--- src/rtl/seg7_scan_decoder.sv ---
// Scanned active-low 7-segment bus receiver: decodes strobed digits into a frame and publishes it
// once FRAMES_MATCH identical frames arrive. Define SEG7_ALT_GLYPH_EN to accept the alternate 7 and 9 glyphs.
module seg7_scan_decoder #(
    parameter int DIGITS       = 4,
    parameter int FRAMES_MATCH = 2
) (
    input  logic                  CLK,
    input  logic                  RSTN,
    input  logic [6:0]            SEG,
    input  logic [DIGITS-1:0]     DIG,
    input  logic                  STB,
    input  logic                  CLR,
    output logic [4*DIGITS-1:0]   VAL,
    output logic                  VALID,
    output logic                  LOCK,
    output logic                  ERR
);

    localparam int                VW        = 4 * DIGITS;
    localparam logic [DIGITS-1:0] ALL_SEEN  = '1;
    localparam logic [3:0]        MATCH_TGT = 4'(FRAMES_MATCH);

    typedef enum logic [1:0] {
        IDLE,
        COLLECT,
        CHECK
    } state_e;

    // Returns {pattern_valid, nibble}; patterns are active-low, bit0 = segment a.
    function automatic logic [4:0] decode(input logic [6:0] s);
        case (s)
            7'h40:   return {1'b1, 4'h0};
            7'h79:   return {1'b1, 4'h1};
            7'h24:   return {1'b1, 4'h2};
            7'h30:   return {1'b1, 4'h3};
            7'h19:   return {1'b1, 4'h4};
            7'h12:   return {1'b1, 4'h5};
            7'h02:   return {1'b1, 4'h6};
            7'h78:   return {1'b1, 4'h7};
            7'h00:   return {1'b1, 4'h8};
            7'h10:   return {1'b1, 4'h9};
            7'h08:   return {1'b1, 4'hA};
            7'h03:   return {1'b1, 4'hB};
            7'h46:   return {1'b1, 4'hC};
            7'h21:   return {1'b1, 4'hD};
            7'h06:   return {1'b1, 4'hE};
            7'h0E:   return {1'b1, 4'hF};
`ifdef SEG7_ALT_GLYPH_EN
            7'h58:   return {1'b1, 4'h7};
            7'h18:   return {1'b1, 4'h9};
`endif
            default: return 5'h00;
        endcase
    endfunction

    state_e              state_q, state_d;
    logic [DIGITS-1:0]   seen_q, seen_d;
    logic                bad_q, bad_d;
    logic [3:0]          match_q, match_d;
    logic [VW-1:0]       shadow_q;
    logic [VW-1:0]       prev_q;
    logic [VW-1:0]       val_q;
    logic                valid_q;
    logic                lock_q;
    logic                err_q;

    logic [4:0]          dec;
    logic                pat_ok;
    logic [3:0]          nib;
    logic                one_hot;
    logic                take;
    logic                at_check;
    logic                err_set;
    logic                publish;

    // NOTE: every signal gets a default at the top of always_comb so no path can infer a latch.
    always_comb begin
        dec      = decode(SEG);
        pat_ok   = dec[4];
        nib      = dec[3:0];
        one_hot  = (DIG != '0) && ((DIG & (DIG - DIGITS'(1))) == '0);
        take     = STB && one_hot;
        at_check = (state_q == CHECK);
        err_set  = STB && (!one_hot || !pat_ok);

        // A sample on the CHECK cycle starts the next frame, so the old mask is dropped first.
        seen_d = (at_check ? '0 : seen_q) | (take ? DIG : '0);
        bad_d  = (at_check ? 1'b0 : bad_q) | (take && !pat_ok);

        if (take && (seen_d == ALL_SEEN)) begin
            state_d = CHECK;
        end else if (take) begin
            state_d = COLLECT;
        end else if (at_check) begin
            state_d = IDLE;
        end else begin
            state_d = state_q;
        end

        if (shadow_q != prev_q) begin
            match_d = 4'd1;
        end else if (match_q == 4'hF) begin
            match_d = 4'hF;
        end else begin
            match_d = match_q + 4'd1;
        end

        publish = at_check && !bad_q && (match_d == MATCH_TGT);
    end

    // NOTE: sequential state uses non-blocking assignments so every register sees pre-edge values.
    always_ff @(posedge CLK or negedge RSTN) begin
        if (!RSTN) begin
            state_q <= IDLE;
            seen_q  <= '0;
            bad_q   <= 1'b0;
            match_q <= '0;
            prev_q  <= '0;
            val_q   <= '0;
            valid_q <= 1'b0;
            lock_q  <= 1'b0;
            err_q   <= 1'b0;
        end else begin
            valid_q <= 1'b0;
            if (CLR) begin
                state_q <= IDLE;
                seen_q  <= '0;
                bad_q   <= 1'b0;
                err_q   <= 1'b0;
            end else begin
                state_q <= state_d;
                seen_q  <= seen_d;
                bad_q   <= bad_d;
                if (err_set) begin
                    err_q <= 1'b1;
                end
                if (at_check) begin
                    if (bad_q) begin
                        match_q <= '0;
                        lock_q  <= 1'b0;
                    end else begin
                        match_q <= match_d;
                        prev_q  <= shadow_q;
                        if (publish) begin
                            val_q   <= shadow_q;
                            valid_q <= 1'b1;
                            lock_q  <= 1'b1;
                        end else if (shadow_q != val_q) begin
                            lock_q  <= 1'b0;
                        end
                    end
                end
            end
        end
    end

    // NOTE: the shadow frame needs no reset; every slot is rewritten before a frame can complete.
    always_ff @(posedge CLK) begin
        for (int i = 0; i < DIGITS; i++) begin
            if (take && pat_ok && !CLR && DIG[i]) begin
                shadow_q[4*i +: 4] <= nib;
            end
        end
    end

    assign VAL   = val_q;
    assign VALID = valid_q;
    assign LOCK  = lock_q;
    assign ERR   = err_q;

endmodule
--- config.mk ---
export PLATFORM = sky130hd
export DESIGN_NAME = seg7_scan_decoder
export DESIGN_NICKNAME = d
export VERILOG_FILES = /design/src/rtl/seg7_scan_decoder.sv
export SDC_FILE = /design/constraint.sdc
export NUM_CORES = 1
export LEC_CHECK = 0
export ABC_CLOCK_PERIOD_IN_PS = 2100
export CAP_MARGIN = 15
export CORE_MARGIN = 2
export CORE_UTILIZATION = 40
export CTS_CLUSTER_SIZE = 14
export DETAILED_ROUTE_END_ITERATION = 6
export MAX_ROUTING_LAYER = met4
export PLACE_DENSITY_LB_ADDON = 0.3
export SLEW_MARGIN = 15
export SYNTH_ARGS = -nofsm -noshare
export SYNTH_HDL_FRONTEND = slang
export SYNTH_SLANG_ARGS = --single-unit
--- constraint.sdc ---
create_clock -name CLK -period 2.1 [get_ports CLK]
set_input_delay 0.42 -clock CLK [delete_from_list [all_inputs] [get_ports CLK]]
set_output_delay 0.42 -clock CLK [all_outputs]
set_load 0.005 [all_outputs]
==> impl_metrics.yaml, run 1 <==
power:
  p_int_uw: 2060
  p_sw_share_pct: 20.9
  p_clk_share_pct: 43.2
  p_leak_uw: 0.00182
  power_frac_comb_pct: 8.1
  p_per_area_nw_per_um2: 615
  peakVddDrop_mv: 0.372
  p_seq_share_pct: 48.7
  p_total_uw: 2600
  p_sw_uw: 545
logic_synthesis:
  syn_nets: 279
  synth_ff_type: "dfrtp_1"
  synth.distinct_cells: 43
  netlist.area_leader.share_pct: 37.3
  ys_ff_latch: 62
  netlist_instances: 263
  synth_edf_count: 16
  synth_area_leaders: "dfrtp_1 37%, edfxtp_1 16%, mux2_2 11%"
  seq_area_frac_synth_pct: 52.9
  synth_area_leader_cell: "dfrtp_1"
  syn_area_um2: 3080
  synthArstFlopShare_pct: 74.2
  avgSynthCellArea_um2: 11.7
  yosys_warnings: 0
finish:
  drive_gt1_share_pct: 35.1
  diodes: 0
  design_area_um2: 4230
  num-nets-final: 367
  syn_to_final_growth_pct: 37.2
  layout_commonest_cell: "buf_4"
  layout_common_cells: "56 x buf_4, 46 x dfrtp_1, 31 x mux2_2, 29 x xnor2_1, 25 x clkdlybuf4s50_1"
  final_cells: 458
route:
  post_drt_wl_per_cell_um: 14.1
  drtAntennaViolNets: 0
  route.detailed.drc: 0
  routed_wl_um: 6480
  drt_iter0_markers: 60
  vias_per_cell: 5.01
  first_pass_iters: 4
  vias: 2293
outcome:
  status: "completed"
die:
  io-pin-count: 34
  die_y_um: 91.8
  fp.dieArea_um2: 8430
  start_util_pct: 40.5
  rows: 32
  core_region_area_um2: 7610
  die_w_um: 91.8
global_route:
  antenna_found_initial: 0
  grt_overflow_total: 0
  grt_pass1_wl_um: 10800
  grtUsageMet1_pct: 20.6
  track_usage_pct: 16.9
  met3_usage_pct: 2.55
  grt_pass1_vias: 2294
  busiest_layer: "met2"
  use_met2_pct: 27.5
  grt_max_degree: 22
clock_tree:
  cts_buffers: 9
  clk_latency_ns: 0.33
  clkSinkCount: 62
  cts.hold.buffers_added: 0
  path_clk_slew_ns: 0.07
  cts.htree.levels: 3
  root_buffer: "clkbuf_8"
  cts_tree: "done"
  clock_path_buffers: 2
timing:
  finalMaxSlewViolations: 0
  clock_skew_ns: 0.00971
  setup_viol: 0
  fin_crit_sh_pct: 97.4
  final.min_clock_period_ns: 2.05
  tightest_slew_ns: 0.888
  relSlewSlack_pct: 40.0
  timing.hold.ws_ns: 0.0410
  tns_ns: 0
  finalHoldViolations: 0
  max_freq_ghz: 0.489
  rsz0062_at_grt: "yes"
place:
  place_congestion: 0.836
  portBuffers: 33
  placed_area_um2: 3910
  placedCellCount: 433
  hpwlAfterDp_um: 4770
worst_setup_path:
  critPathArrivalTime_ns: 2.25
  end_kind: "register"
  startpoint_type: "register"
  path_class: "reg2reg"
  critPathMaxFanout: 17
  crit_required_ns: 2.31
job:
  cap_violations: 0
worst_hold_path:
  hp-class: "in2async"
-- path summary, 6_finish.rpt --
check	start	end	slack, ns	cells after the start
max reg2reg	shadow_q[3]	VAL[5]	0.05	6
min	RSTN	prev_q[10]	0.04	1
max	shadow_q[3]	VAL[5]	0.05	6
min in group CLK	seen_q[1]	seen_q[1]	0.52	2
min reg2reg	seen_q[1]	seen_q[1]	0.52	2
max in group asynchronous	RSTN	VAL[1]	1.47	2
-- power groups by stage --
stage / clock network (uW) / logic, uW / registers, uW
floorplan: 0 / 92.0 / 1290
global placement: 0 / 204 / 1290
detailed placement: 0 / 205 / 1290
CTS: 1150 / 212 / 1270
global route: 1200 / 234 / 1270
finish: 1120 / 212 / 1270
-- sequential cells by signal (all words and copies together), names as in the netlist --
name / cells
ERR: 1
LOCK: 1
VAL: 16
VALID: 1
bad_q: 1
match_q: 4
prev_q: 16
seen_q: 4
shadow_q: 16
state_q: 2
-- area by class of cell --
type | instances | area (um^2)
Multi-Input combinational cell | 186 | 1510
Fill cell | 665 | 3370
Inverter | 2 | 7.51
Sequential cell | 62 | 1630
Clock buffer | 12 | 145
Tap cell | 102 | 128
Timing Repair Buffer | 90 | 746
Clock inverter | 4 | 70.1
-- timing repair --
action,CTS,global route
setup endpoints to repair,22,33
resized for setup,13,11
pin swaps,2,5
buffers inserted,2,7
-- critical path, cell delays in order (launching register included) --
cell and delay (ns):
edfxtp_1 0.43, xnor2_1 0.20, nand4_1 0.17, nor4_4 0.33, nor3b_4 0.27, buf_12 0.18
mux2_2 0.34
-- kinds of logic after synthesis --
group                    synth area share [%]
AO/OA/AOI/OAI                            6.45
XOR/XNOR                                 9.65
adder cells (fa/ha/maj)                 0.406
buffers and inverters                    2.07
flip-flops                               52.9
multiplexers                             11.7
AND/OR/NAND/NOR                          16.8
-- per-layer routing --
layer	wire length (um)	share of wire, %
met2	3220	50
met3	184	2.8
met5	0	0
met4	145	2.2
met1	2920	45
-- through the flow --
| stage | worst slack [ns] | utilization [%] |
|---|---|---|
| after floorplan | -0.0537 | - |
| after global placement | -0.449 | 51.4 |
| after detailed placement | -0.490 | 51.4 |
| after CTS | 0.0172 | 54.7 |
| after global routing | -0.0615 | 55.6 |
| final | 0.0541 | 55.6 |
-- Yosys cell counts (all sizes together), types with 2 or more instances --
library cell	count
mux2	32
nor4bb	2
a31oi	2
nand3b	3
nor4b	2
inv	2
nand4b	3
dfrtp	46
o21ai	4
a21oi	13
a32o	2
nor2	18
nand4	7
a211oi	2
nor3b	5
edfxtp	16
nor3	4
nand3	10
xnor2	29
nor2b	3
clkbuf	12
nand2b	6
nor4	4
nand2	14
and3	3
xor2	5
No activity file was read; power rests on OpenSTA's default activity.
==> run 2: changes to the inputs <==
--- a/config.mk
+++ b/config.mk
@@ -7,7 +7,7 @@
 export LEC_CHECK = 0
 export ABC_CLOCK_PERIOD_IN_PS = 2100
 export CAP_MARGIN = 15
-export CORE_MARGIN = 2
+export CORE_MARGIN = 3
 export CORE_UTILIZATION = 40
 export CTS_CLUSTER_SIZE = 14
 export DETAILED_ROUTE_END_ITERATION = 6
==> run 2 against run 1 <==
Worst setup slack lost 0.045 ns; highest routed layer unchanged; design area down 1.8%; sequential share of layout area rose by 0.72 points; sequential power is essentially flat; maximum frequency shrank 2.1%; first-iteration DRC count is 30% higher; clock power about the same; cell count decreased by 2.2%; largest cell class unchanged; sequential cell count is the same.
==> impl_metrics.yaml, run 2 (same netlist as run 1, synthesis figures left out) <==
finish:
  multiInputGateArea_um2: 1480
  num-nets-final: 360
  layout_common_cells: "48 x buf_4, 46 x dfrtp_1, 29 x mux2_2, 28 x xnor2_1, 25 x clkdlybuf4s50_1"
  final_cells: 448
  seq_area_um2: 1630
  drive_gt1_share_pct: 30.7
  syn_to_final_growth_pct: 34.7
  fill_cells: 641
  layout_commonest_cell: "buf_4"
  diodes: 0
die:
  die_w_um: 93.8
  io-pin-count: 34
  start_util_pct: 41.9
  fp.dieArea_um2: 8800
  core_region_area_um2: 7370
  die_y_um: 93.8
  rows: 31
timing:
  rsz0062_at_grt: "yes"
  finalHoldViolations: 0
  clock_skew_ns: 0.0113
  tightest_slew_ns: 0.740
  finalMaxSlewViolations: 0
  max_freq_ghz: 0.478
  setup_viol: 0
  relSlewSlack_pct: 50.0
  fin_crit_sh_pct: 99.6
  final.min_clock_period_ns: 2.09
power:
  p_per_area_nw_per_um2: 619
  p_total_uw: 2570
  peakVddDrop_mv: 0.313
  p_leak_uw: 0.00178
worst_setup_path:
  crit_buf_inv: 1
  path_delay_family: "simple AND/OR/NAND/NOR gates"
  startpoint_type: "register"
  slowest_delay_ns: 0.45
  crit_path_cell_trace: "xnor2_2 -> nand4_1 -> nor4_4 -> nor3b_4 -> buf_12 -> mux2_2"
  cpMaxStageDelayCell: "edfxtp_1"
  critPathArrivalTime_ns: 2.31
  crit_required_ns: 2.32
  path_class: "reg2reg"
  critPathMaxFanout: 17
  end_kind: "register"
clock_tree:
  cts_tree: "done"
  clkSinkCount: 62
  root_buffer: "clkbuf_8"
  cts_buffers: 9
  clk_latency_ns: 0.34
  path_clk_slew_ns: 0.07
  clock_path_buffers: 2
  cts.htree.levels: 3
route:
  drtAntennaViolNets: 0
  drt_iter0_markers: 78
  post_drt_wl_per_cell_um: 15.3
  vias: 2308
  vias_per_cell: 5.15
  first_pass_iters: 4
  route.detailed.drc: 0
  routed_wl_um: 6850
place:
  place_congestion: 0.889
  placedCellCount: 425
  portBuffers: 33
  hpwlAfterDp_um: 5040
outcome:
  status: "completed"
global_route:
  grt_max_degree: 22
  grt_pass1_wl_um: 11500
  antenna_found_initial: 0
  grt_pass1_vias: 2308
  track_usage_pct: 17.7
  grt_overflow_total: 0
worst_hold_path:
  hp-class: "in2async"
job:
  cap_violations: 0
[run 2: final timing paths]
check | cells past startpoint | slack [ns] | endpoint | startpoint
max in group asynchronous | 3 | 0.98 | prev_q[8] | RSTN
min reg2reg | 1 | 0.53 | prev_q[11] | prev_q[11]
min | 2 | 0.51 | VAL[8] | RSTN
max reg2reg | 6 | 0.009 | VAL[2] | shadow_q[5]
max | 6 | 0.009 | VAL[2] | shadow_q[5]
min in group CLK | 1 | 0.53 | prev_q[11] | prev_q[11]
[run 2: layer usage]
metal / vias to the layer above / GRT usage (%) / wire (um)
li1: 1110 / - / -
met2: 62 / 27.4 / 3360
met1: 1125 / 22.1 / 3050
met4: 0 / 7.10 / 156
met3: 11 / 4.65 / 279
met5: - / - / 0
[run 2: through the flow]
stage	utilization, %	cell area, um^2	TNS [ns]	setup WS [ns]	hold WS, ns
floorplan	-	3140	-0.473	-0.0537	0.124
global placement	52.5	3870	-8.94	-0.386	0.338
detailed placement	52.5	3870	-9.50	-0.417	0.344
CTS	56.0	4120	0	0.00481	0.514
global route	56.4	4160	-0.723	-0.0599	0.521
finish	56.4	4160	0	0.00917	0.507
[run 2: layout make-up]
class / instances / area share [%]
sequential: 62 / 39.3
multi-input combinational: 186 / 35.6
clock buffer: 10 / 3.07
timing repair buffer: 83 / 17.0
clock inverter: 6 / 1.84
tap: 99 / 2.98
inverter: 2 / 0.181
[run 2: timing repair]
item	in CTS	in global routing
endpoints found under the setup margin	36	32
gates resized for setup	8	7
hold endpoints to repair	13	0
gates cloned	0	0
pin swaps	5	4
buffers inserted	6	0
hold buffers	1	0
[run 2: report_power, final]
| group | internal [uW] | switching [uW] |
|---|---|---|
| clock | 654 | 447 |
| sequential | 1250 | 14.0 |
| combinational | 103 | 100 |
